==> config.mk <==
export PLATFORM = sky130hd
export DESIGN_NAME = pipe_stage_reg
export DESIGN_NICKNAME = d
export VERILOG_FILES = /design/src/rtl/pipe_stage_reg.sv
export SDC_FILE = /design/constraint.sdc
export NUM_CORES = 1
export LEC_CHECK = 0
export ABC_AREA = 0
export BUFFER_PORTS_ARGS = -buffer_cell sky130_fd_sc_hd__buf_2
export CORE_MARGIN = 3
export CORE_UTILIZATION = 40
export CTS_BUF_LIST = sky130_fd_sc_hd__clkbuf_16
export DETAILED_ROUTE_END_ITERATION = 16
export GPL_ROUTABILITY_DRIVEN = 0
export HOLD_SLACK_MARGIN = 0.15
export MAX_ROUTING_LAYER = met4
export PLACE_DENSITY = 0.71
export SLEW_MARGIN = 30
export SYNTH_ARGS = -nofsm -noshare
export SYNTH_HDL_FRONTEND = slang
export SYNTH_SLANG_ARGS = --single-unit
==> constraint.sdc <==
create_clock -name clk -period 3.11 [get_ports clk]
set_input_delay 0.311 -clock clk [delete_from_list [all_inputs] [get_ports clk]]
set_output_delay 0.311 -clock clk [all_outputs]
set_load 0.01 [all_outputs]
==> src/rtl/pipe_stage_reg.sv <==
// Parametrised pipeline stage register with valid/ready handshake,
// freeze/flush control and an optional two-entry skid buffer.
module pipe_stage_reg #(
   parameter int                 DATA_W    = 64,
   parameter int                 SKID      = 1,
   parameter logic [DATA_W-1:0]  RESET_VAL = '0,
   parameter int                 CNT_W     = 8
) (
   input  logic              clk,
   input  logic              rst_n,
   input  logic              flush,
   input  logic              freeze,
   input  logic              valid_in,
   input  logic [DATA_W-1:0] data_in,
   output logic              ready_out,
   output logic              valid_out,
   output logic [DATA_W-1:0] data_out,
   input  logic              ready_in,
   output logic [1:0]        count,
   output logic [CNT_W-1:0]  drop_cnt
);

   // Encoding equals occupancy; bit 1 alone marks the skid entry as valid.
   typedef enum logic [1:0] {
      EMPTY = 2'd0,
      ONE   = 2'd1,
      FULL  = 2'd2
   } state_t;

   localparam logic [CNT_W+1:0] MAX_DROP = {2'b00, {CNT_W{1'b1}}};

   state_t              r_state;
   state_t              w_state_nxt;
   logic [DATA_W-1:0]   r_main_d;
   logic [DATA_W-1:0]   r_skid_d;
   logic [CNT_W-1:0]    r_drop;

   logic                w_acc_in;
   logic                w_acc_out;
   logic [1:0]          w_inc;
   logic [CNT_W+1:0]    w_sum;
   logic [CNT_W-1:0]    w_drop_nxt;

   assign w_acc_in  = valid_in & ready_out;
   assign w_acc_out = valid_out & ready_in & ~freeze;

   always_ff @(posedge clk or negedge rst_n) begin
      if (!rst_n) begin
         r_state <= EMPTY;
      end else begin
         r_state <= w_state_nxt;
      end
   end

   always_comb begin
      w_state_nxt = r_state;
      if (flush) begin
         w_state_nxt = EMPTY;
      end else begin
         unique case (r_state)
            EMPTY: begin
               if (w_acc_in) w_state_nxt = ONE;
            end
            ONE: begin
               if (w_acc_in && !w_acc_out && SKID != 0)
                  w_state_nxt = FULL;
               else if (!w_acc_in && w_acc_out)
                  w_state_nxt = EMPTY;
            end
            FULL: begin
               if (w_acc_out) w_state_nxt = ONE;
            end
            default: w_state_nxt = EMPTY;
         endcase
      end
   end

   always_comb begin
      valid_out = (r_state != EMPTY);
      count     = r_state;
      data_out  = r_main_d;
      drop_cnt  = r_drop;
      if (SKID != 0)
         ready_out = ~r_state[1];
      else
         ready_out = ~valid_out | (ready_in & ~freeze);
   end

   // Entries dropped by flush: everything held plus any incoming transfer.
   assign w_inc      = r_state + {1'b0, w_acc_in};
   assign w_sum      = {2'b00, r_drop} + {{CNT_W{1'b0}}, w_inc};
   assign w_drop_nxt = (w_sum > MAX_DROP) ? {CNT_W{1'b1}}
                                          : w_sum[CNT_W-1:0];

   always_ff @(posedge clk or negedge rst_n) begin
      if (!rst_n) begin
         r_main_d <= RESET_VAL;
         r_skid_d <= RESET_VAL;
         r_drop   <= '0;
      end else if (flush) begin
         r_main_d <= RESET_VAL;
         r_skid_d <= RESET_VAL;
         r_drop   <= w_drop_nxt;
      end else if (w_acc_out && r_state == FULL) begin
         r_main_d <= r_skid_d;
         r_skid_d <= RESET_VAL;
      end else if (w_acc_in && (r_state == EMPTY || w_acc_out)) begin
         r_main_d <= data_in;
      end else if (w_acc_in) begin
         r_skid_d <= data_in;
      end else if (w_acc_out) begin
         r_main_d <= RESET_VAL;
      end
   end

endmodule

==> results.json <==
{
  "status": "completed",
  "ys_seq_area_share_pct": 60.6,
  "cp_max_fo": 8,
  "reg2reg_to": "drop_cnt[4]",
  "timing.setup.tns_ns": 0,
  "ff2ff_setup_slack_ns": 0.62,
  "start_util_pct": 42.0,
  "final_core_util_pct": 57.5,
  "grt_pass1_vias": 4943,
  "synth_top_area_share_pct": 60.6,
  "worst_hold_slack_ns": 0.172,
  "syn-num-nets": 507,
  "cts_setup_buffers": 0,
  "antenna_cells": 0,
  "cp.required_ns": 3.45,
  "min_period_ns": 2.49,
  "vias": 4747,
  "slew_viol_final": 0,
  "drt_iter0_drc": 401,
  "highest_layer": "met4",
  "hold_end": "r_skid_d[27]",
  "rr_worst_depth": 9,
  "irDropWorstVdd_mv": 0.324,
  "met3_length_mm": 1.06,
  "cp_slowest_cell": "dfrtp_1",
  "cts.sinks": 138,
  "ant_nets": 0,
  "finalWorstSetupSlack_ns": 0.625,
  "pre_cts_ws_ns": 0.678,
  "regToRegStartpoint": "count[1]",
  "synth_area_leaders": "dfrtp_1, a22o_1, o2bb2ai_1",
  "met1_length_mm": 6.85,
  "clk_path_buf_depth": 2,
  "viasPerCell": 5.79,
  "fmax_mhz": 402,
  "max_slew_margin_pct": 40.2,
  "yosys_warnings": 0,
  "yosysMostFrequentCell": "dfrtp_1",
  "tightest_slew_ns": 0.896,
  "synth-seq-cells": 138,
  "die_height_um": 125,
  "final_nets": 705,
  "grt.total_usage_pct": 21.0,
  "synth_flop_cell": "dfrtp_1",
  "cap_violations": 0,
  "powerDensity_nw_per_um2": 603,
  "finalHoldViolCount": 0,
  "die_width_um": 125,
  "setup_viol": 0,
  "clock_skew_ns": 0.00805,
  "numCtsBuffers": 17,
  "end_kind": "flop",
  "rows": 42,
  "cts_tree": "yes",
  "synthArstFlopShare_pct": 100,
  "synth_area_leader_cell": "dfrtp_1",
  "die_area_sq_um": 15700,
  "synth_area_sq_um": 5700,
  "ys_top_cells_by_count": "dfrtp_1, a22o_1, a22oi_1, o2bb2ai_1, buf_2",
  "critPathMaxStageDelay_ns": 0.47,
  "path_class": "reg2reg",
  "avgSynthCellArea_sq_um": 13.2,
  "power_w": 0.00470,
  "hold_depth": 2,
  "gr-total-overflow": 0,
  "critical_path_arrival_ns": 2.82,
  "postSynthCellCount": 433,
  "area_delta_synth_final_pct": 36.8,
  "clkTransAtPathRegs_ns": 0.06,
  "clock-root-buffer": "clkbuf_16",
  "core_area_sq_um": 13600,
  "p_leak_nw": 3.79,
  "grt_pass1_wl_mm": 26.0,
  "antenna_found_initial": 0,
  "synth_enable_flop_cells": 0,
  "drive_above_1_share_pct": 30.1,
  "start_kind": "flop",
  "portBuffers": 145,
  "yosys.cell_types.count": 33,
  "drc_errors": 0,
  "routed_wirelength_mm": 15.7,
  "drtPass1Iterations": 6,
  "hp-start": "data_in[27]",
  "grt_max_degree": 71,
  "fillCellCount": 1092,
  "wl_met2_mm": 7.46,
  "rsz0062_at_grt": "no",
  "htreeDepth": 4,
  "routedWlPerCell_um": 19.1,
  "clock_latency_ns": 0.42,
  "hold_class": "in2reg",
  "path_cells": "or2b_4 -> inv_2 -> ha_1 -> xor2_1 -> inv_1 -> fa_1 -> nor2_1 -> a21oi_1 -> a31oi_1",
  "min_period_over_period_pct": 79.9,
  "ios": 146,
  "dpl.hpwl_mm": 9.22
}
==> layout make-up <==
type	instances	area, sq um	area share [%]
flip-flops and latches	138	3450	44.3
multi-input cells	245	2010	25.8
repair buffers	220	1490	19.2
clock buffers	17	425	5.46
well taps	176	220	2.83
clock inverters	15	158	2.02
inverters	9	33.8	0.433
==> worst max-delay path: cells and delay by family, from the launching register on <==
family	cells	cell delay, ns
adder cells (fa/ha/maj)	2	0.63
AND/OR/NAND/NOR	2	0.60
flip-flops	1	0.47
AO/OA/AOI/OAI	2	0.27
XOR/XNOR	1	0.23
buffers and inverters	2	0.20
==> repair_timing <==
item,4_1_cts,5_1_grt
hold buffers,64,0
endpoints found under the hold margin,131,0
resized for setup,0,0
==> per-stage QoR <==
| step | std cells | cell area (sq um) |
|---|---|---|
| finish | 820 | 7790 |
| global route | 820 | 7790 |
| CTS | 820 | 7790 |
| detailed placement | 724 | 6570 |
| global placement | 724 | 6570 |
| floorplan | 433 | 5700 |
==> logic make-up (layout without fill, tap and decap cells) <==
logic type	after synthesis	after routing	share of synthesized area, %
AO/OA/AOI/OAI	207	207	30.1
flip-flops	138	138	60.6
multiplexers	4	4	0.747
adder cells (fa/ha/maj)	4	4	1.01
buffers and inverters	50	261	4.59
XOR/XNOR	2	2	0.307
AND/OR/NAND/NOR	28	28	2.66
==> sequential cells by signal, summed over array words and instances (netlist names) <==
register / count
count: 2
data_out: 64
drop_cnt: 8
r_skid_d: 64
==> where the power goes <==
part	internal (W)	total (W)	leakage, nW	switching, W
combinational	0.000298	0.000681	1.62	0.000383
clock	0.00124	0.00201	0.287	0.000762
sequential	0.00191	0.00201	1.89	0.000101
==> cell usage in the layout (no fill, tap or decap), types with 4 or more instances in the layout <==
master	netlist	routed
a21oi_1	5	5
a22o_1	64	64
a22oi_1	64	64
a31oi_1	5	5
and3_1	4	4
buf_2	23	144
buf_4	0	8
clkbuf_16	0	17
clkinv_2	0	4
dfrtp_1	138	138
dlygate4sd3_1	0	64
inv_1	8	9
nand2_1	7	7
nor2_1	6	6
o2bb2ai_1	64	64
==> worst max path at each step <==
| stage | slack, ns | cells after the start | start | end |
|---|---|---|---|---|
| finish | 0.62 | 9 | count[1] | drop_cnt[4] |
| global route | 0.41 | 9 | count[1] | drop_cnt[6] |
| CTS | 0.61 | 9 | count[1] | drop_cnt[4] |
| detailed placement | 0.68 | 9 | count[1] | drop_cnt[4] |
| global placement | 0.81 | 9 | count[1] | drop_cnt[4] |
| floorplan | 0.90 | 9 | count[1] | drop_cnt[4] |
==> per-layer routing <==
layer	up-vias	track usage, %
li1	2109	-
met5	-	-
met2	221	32.1
met4	0	7.84
met3	31	5.37
met1	2386	27.3
(Power assumes the default switching activity.)
